===== src/rtl/regfile_operand_unit.sv =====
// RV32I integer register file (x0 hardwired to zero) with the ALU operand-B source mux.
// Reads are combinational and never bypass the write port, which keeps the single-cycle loop open.
module regfile_operand_unit #(
  parameter int XLEN  = 32,
  parameter int NREGS = 32,
  parameter int AW    = 5
) (
  input  logic            clk,
  input  logic            rst,
  input  logic [AW-1:0]   A1,
  input  logic [AW-1:0]   A2,
  input  logic [AW-1:0]   A3,
  input  logic            WE3,
  input  logic [XLEN-1:0] WD3,
  input  logic            ALUSrc,
  input  logic [XLEN-1:0] ImmExt,
  output logic [XLEN-1:0] RD1,
  output logic [XLEN-1:0] RD2,
  output logic [XLEN-1:0] SrcA,
  output logic [XLEN-1:0] SrcB,
  input  logic [AW-1:0]   dbg_addr,
  output logic [XLEN-1:0] dbg_data
);

  // x0 has no storage; entries start at index 1.
  logic [XLEN-1:0] r_regs [1:NREGS-1];
  logic [XLEN-1:0] w_rd1;
  logic [XLEN-1:0] w_rd2;
  logic [XLEN-1:0] w_dbg;

  always_ff @(posedge clk) begin
    if (rst) begin
      for (int unsigned i = 1; i < NREGS; i++) begin
        r_regs[i] <= '0;
      end
    end else if (WE3 && (A3 != '0)) begin
      r_regs[A3] <= WD3;
    end
  end

  // Reads are forced to zero while rst is held, so outputs are defined before the first clear.
  always_comb begin
    w_rd1 = '0;
    w_rd2 = '0;
    w_dbg = '0;
    if (!rst) begin
      if (A1 != '0)       w_rd1 = r_regs[A1];
      if (A2 != '0)       w_rd2 = r_regs[A2];
      if (dbg_addr != '0) w_dbg = r_regs[dbg_addr];
    end
  end

  assign RD1      = w_rd1;
  assign RD2      = w_rd2;
  assign dbg_data = w_dbg;
  assign SrcA     = w_rd1;
  assign SrcB     = ALUSrc ? ImmExt : w_rd2;

endmodule


===== config.mk =====
export PLATFORM = sky130hd
export DESIGN_NAME = regfile_operand_unit
export DESIGN_NICKNAME = d
export VERILOG_FILES = /design/src/rtl/regfile_operand_unit.sv
export SDC_FILE = /design/constraint.sdc
export NUM_CORES = 2
export LEC_CHECK = 0
export BUFFER_PORTS_ARGS = -buffer_cell sky130_fd_sc_hd__buf_2
export CAP_MARGIN = 20
export CORE_ASPECT_RATIO = 0.75
export CORE_UTILIZATION = 40
export DETAILED_ROUTE_END_ITERATION = 10
export SKIP_LAST_GASP = 1
export SLEW_MARGIN = 20
export SYNTH_ARGS = -nofsm -noshare
export SYNTH_HDL_FRONTEND = slang
export SYNTH_SLANG_ARGS = --single-unit
export TNS_END_PERCENT = 1

===== constraint.sdc =====
create_clock -name clk -period 3 [get_ports clk]
set_clock_uncertainty 0.2 [all_clocks]
set_input_delay 0.45 -clock clk [delete_from_list [all_inputs] [get_ports clk]]
set_output_delay 0.45 -clock clk [all_outputs]
set_load 0.005 [all_outputs]

======== Word-level counts from Yosys, hierarchy flattened ========
Memories as Yosys holds them, arrays and structs flattened.
Cells that the tools add are included.
operators by class
  muxes and demuxes ....................... 15
  reductions and logical operators ........ 6
operators with widths
  cell                 number
  two-way mux 32 bit   8
  OR reduction 32 bit  1
  nonzero test 5 bit   4
  two-way mux 1 bit    6
  two-way mux 5 bit    1
  logical AND 1 bit    1
storage, ports and cells
  flip-flop bits (word level) ............. 0
  RAM bits ................................ 992
  input bits .............................. 88
  output and inout bits ................... 160
  word-level logic and storage cells ...... 22
  memories kept ........................... 1
memory list
  name    words  width  rd ports  clocked after Yosys merged registers in  write ports  RTL line  text
  r_regs  31     32     3         0                                        31           26        logic [XLEN-1:0] r_regs [1:NREGS-1];

======== Depth between registers and ports, before layout ========
  word-level depth ........................ 7
  gate-level depth with buffers ........... 10
  mapped depth without buffers ............ 5

======== Least setup slack after synthesis ========
OpenSTA, ideal clock, no wires.
  path type ............................... input to output
  start point ............................. in A1[0]
  end point ............................... out SrcA[31]
  data arrival time ....................... 2221 ps
  data required time ...................... 2350 ps
  path slack .............................. 129 ps
  stages .................................. 8
  path buffers ............................ 4
  cells stage by stage .................... buf_2 buf_4 buf_2 mux4_2 mux2_2 a21oi_1 o22ai_1 buf_4
between the ends
  word-level cells in the longest chain between the ends .. 3
  elaborated cells between the ends (all ways) .. 4
  those cells by class .................... 2 x mux; 1 x reduce/logical; 1 x memory
RTL lines
  what                                                             RTL line  text
  start: declaration                                               10        input logic [AW-1:0] A1,
  memory read (31 x 32 bit) or nonzero test 5 bit (tied branches)  --
  two-way mux 32 bit (*)                                           47        if (A1 != '0) w_rd1 = r_regs[A1];
  two-way mux 32 bit (*)                                           46        if (!rst) begin
  end: declaration                                                 19        output logic [XLEN-1:0] SrcA,
Mark *: on every way between the ends. The rest lies on a longest branch, timed or not.

==> results.yml <==
routing:
  dr.first_iter.drc_count: 8392
  remaining_drc_errors: 0
  vias_per_cell: 6.55
  ant_nets: 0
  routed_wl_mm: 260
  dr.pass1.iters: 5
  num_vias: 47100
  wl_per_cell_um: 36.2
global_routing:
  grt_pass1_vias: 45100
  grt_usage_pct: 31.7
  antenna_found_initial: 39
  grt-busiest-layer: "met2"
  use_met3_pct: 9.20
  gr-usage-met2_pct: 46.2
  grt_pass1_wl_mm: 357
  use_met1_pct: 43.5
  grt_max_degree: 37
  grt_overflow_total: 0
setup_path:
  required_ps: 2350
  worstSetupPathType: "flip-flop to output port"
  worst_path_max_delay_cell: "mux4_2"
  crit_fanout: 3
  end_kind: "output port"
  worstPathCellList: "mux4_2, mux4_2, clkinv_1, o22ai_1, buf_2"
  cp-start-kind: "flip-flop"
  critPathMostFrequentCell: "mux4_2"
  cp_slowest_stage_delay_ps: 580
  arrival_ps: 2640
power:
  seqPwrFrac_pct: 45.5
  power_frac_comb_pct: 18.5
  total_power_uw: 37800
  internal-power_uw: 27100
  p_sw_share_pct: 28.2
  power_density_mw_per_mm2: 499
  leakagePower_uw: 0.0278
  ir_worst_vdd_mv: 0.470
  power_frac_clock_pct: 36.0
  netSwitchingPower_uw: 10700
die:
  rows: 126
  die_w_um: 464
  die_area_mm2: 0.161
  core-area_mm2: 0.158
  initial_utilization_pct: 40.5
  ios: 248
  fp.dieH_um: 348
hold_path:
  whs_path_depth: 1
  hold_class: "input port to flip-flop"
clock_tree:
  clk_pin_slew_ps: 60
  clk_path_buf_depth: 3
  htree_levels: 3
  tritoncts: "yes"
  root_buffer: "clkbuf_16"
  cts_sinks: 1024
  cts_inserted_buffers: 107
logic_synthesis:
  syn_inst: 4596
  avgSynthCellArea_um2: 13.9
  ys_async_sr_fraction_pct: 0
  synth_edf_count: 1024
  yosys_register_bits: 1024
  synth_area_mm2: 0.0639
  synth_seq_area_share_pct: 48.1
  ys_warn_count: 0
  synth_cell_types: 29
  synth_ff_type: "edfxtp_1"
layout:
  largest_register: "r_regs"
  layout_common_cells: "and2_1, edfxtp_1, mux4_2"
  fillers: 13600
  largestRegisters: "r_regs: 1024 flops"
  nets: 5058
  drive_gt1_share_pct: 33.3
  area_delta_synth_final_pct: 18.5
  stdcell_count: 7194
  multi_input_area_mm2: 0.0312
  regArea_mm2: 0.0307
  largest_reg_flops: 1024
place:
  place_ws_ps: -424
  dp.cells: 6945
  globalplace.congestion: 0.897
  place_hpwl_mm: 161
  numPortBuffers: 247
sta:
  fin_setup_tns_ps: -30400
  slew_viol_final: 0
  hold_viol_final: 0
  rsz0062_at_grt: "yes"
  worst_slack_ps: -289
  max_freq_mhz: 304
  tightest_slew_ps: 1210
  fin_crit_ps: 3290
  fin_crit_sh_pct: 110
  final-setup-viol-count: 160
  slew_headroom_pct: 19.4
status:
  status: "finished with violations"
  failed_checks: "setup timing"
job:
  cap_violations: 0
## per-stage QoR
| stage | utilization (%) | hold slack [ps] | instance area [um2] |
|---|---|---|---|
| final | 48.0 | 37.3 | 75700 |
| after global routing | 47.9 | 27.1 | 75700 |
| after CTS | 47.8 | 0.930 | 75500 |
| after detailed placement | 45.3 | 757 | 71500 |
| after global placement | 45.3 | 748 | 71500 |
| after floorplan | - | 349 | 64000 |
## critical path, delay by kind of cell (launching register included)
| family | cells | cell delay, ps |
|---|---|---|
| compound gates | 1 | 120 |
| buf+inv | 2 | 240 |
| flops | 1 | 440 |
| mux | 2 | 1080 |
## per-layer routing
metal  vias to the layer above  share of wire [%]
met2                      3982                 43
li1                      18600                  -
met5                         -              0.012
met4                         4                5.0
met3                       686                 14
met1                     23900                 38
## path summary, 6_finish.rpt
check / startpoint / end / slack (ps)
hold / removal: WD3[25] / r_regs[0][25] / 40
setup / recovery: r_regs[31][29] / SrcA[29] / -290
## cells by family after synthesis
group                  count (synthesis)  share of synthesized area (%)
muxes                               1216                           30.4
and+or+nand+nor                     1213                           11.5
DFF                                 1024                           48.1
buffers and inverters                596                           4.34
AOI/OAI and AO/OA                    546                           5.63
other                                  1                        0.00587
## synthesized netlist by cell type (2+ instances only)
| master | n | area, um2 |
|---|---|---|
| mux2i_1 | 576 | 5770 |
| o22ai_1 | 64 | 400 |
| clkinv_1 | 58 | 218 |
| mux4_2 | 576 | 13000 |
| inv_1 | 6 | 22.5 |
| nand2_1 | 3 | 11.3 |
| nor2b_1 | 3 | 18.8 |
| o41ai_2 | 2 | 32.5 |
| a22oi_1 | 256 | 1920 |
| buf_4 | 69 | 518 |
| nor2_1 | 101 | 379 |
| buf_2 | 102 | 510 |
| buf_6 | 20 | 225 |
| or3b_2 | 2 | 17.5 |
| a21oi_1 | 192 | 961 |
| buf_1 | 22 | 82.6 |
| and2_1 | 1025 | 6410 |
| nor4_1 | 33 | 206 |
| a22o_1 | 32 | 280 |
| nand2b_1 | 5 | 31.3 |
| or2_2 | 32 | 200 |
| nand3_1 | 2 | 10.0 |
| or3_1 | 2 | 12.5 |
| mux2_2 | 64 | 721 |
| clkbuf_1 | 319 | 1200 |
| nand3b_1 | 4 | 30.0 |
| edfxtp_1 | 1024 | 30700 |
## power groups by stage
stage,Sequential [uW],Clock (uW),Combinational [uW]
after detailed placement,17400,0,6660
after CTS,17100,13700,6800
after floorplan,17200,0,3890
final,17200,13600,6980
after global placement,17400,0,6640
after global routing,17300,14200,7190
## layout make-up
type	count	area share [%]
Multi-Input combinational cell	3007	41.2
Sequential cell	1024	40.6
Timing Repair Buffer	766	9.76
Clock buffer	119	3.59
Tap cell	2112	3.49
Clock inverter	80	0.933
Inverter	64	0.320
Antenna cell	22	0.0727
## timing repair
item                                   in CTS  in global routing
endpoints found under the hold margin      22                  0
buffers inserted                            4                  2
pin swaps                                   3                  0
hold buffers                               22                  0
setup endpoints to repair                 160                160
resized for setup                          45                 29
gates cloned                                1                  0
(Power assumes the default switching activity.)
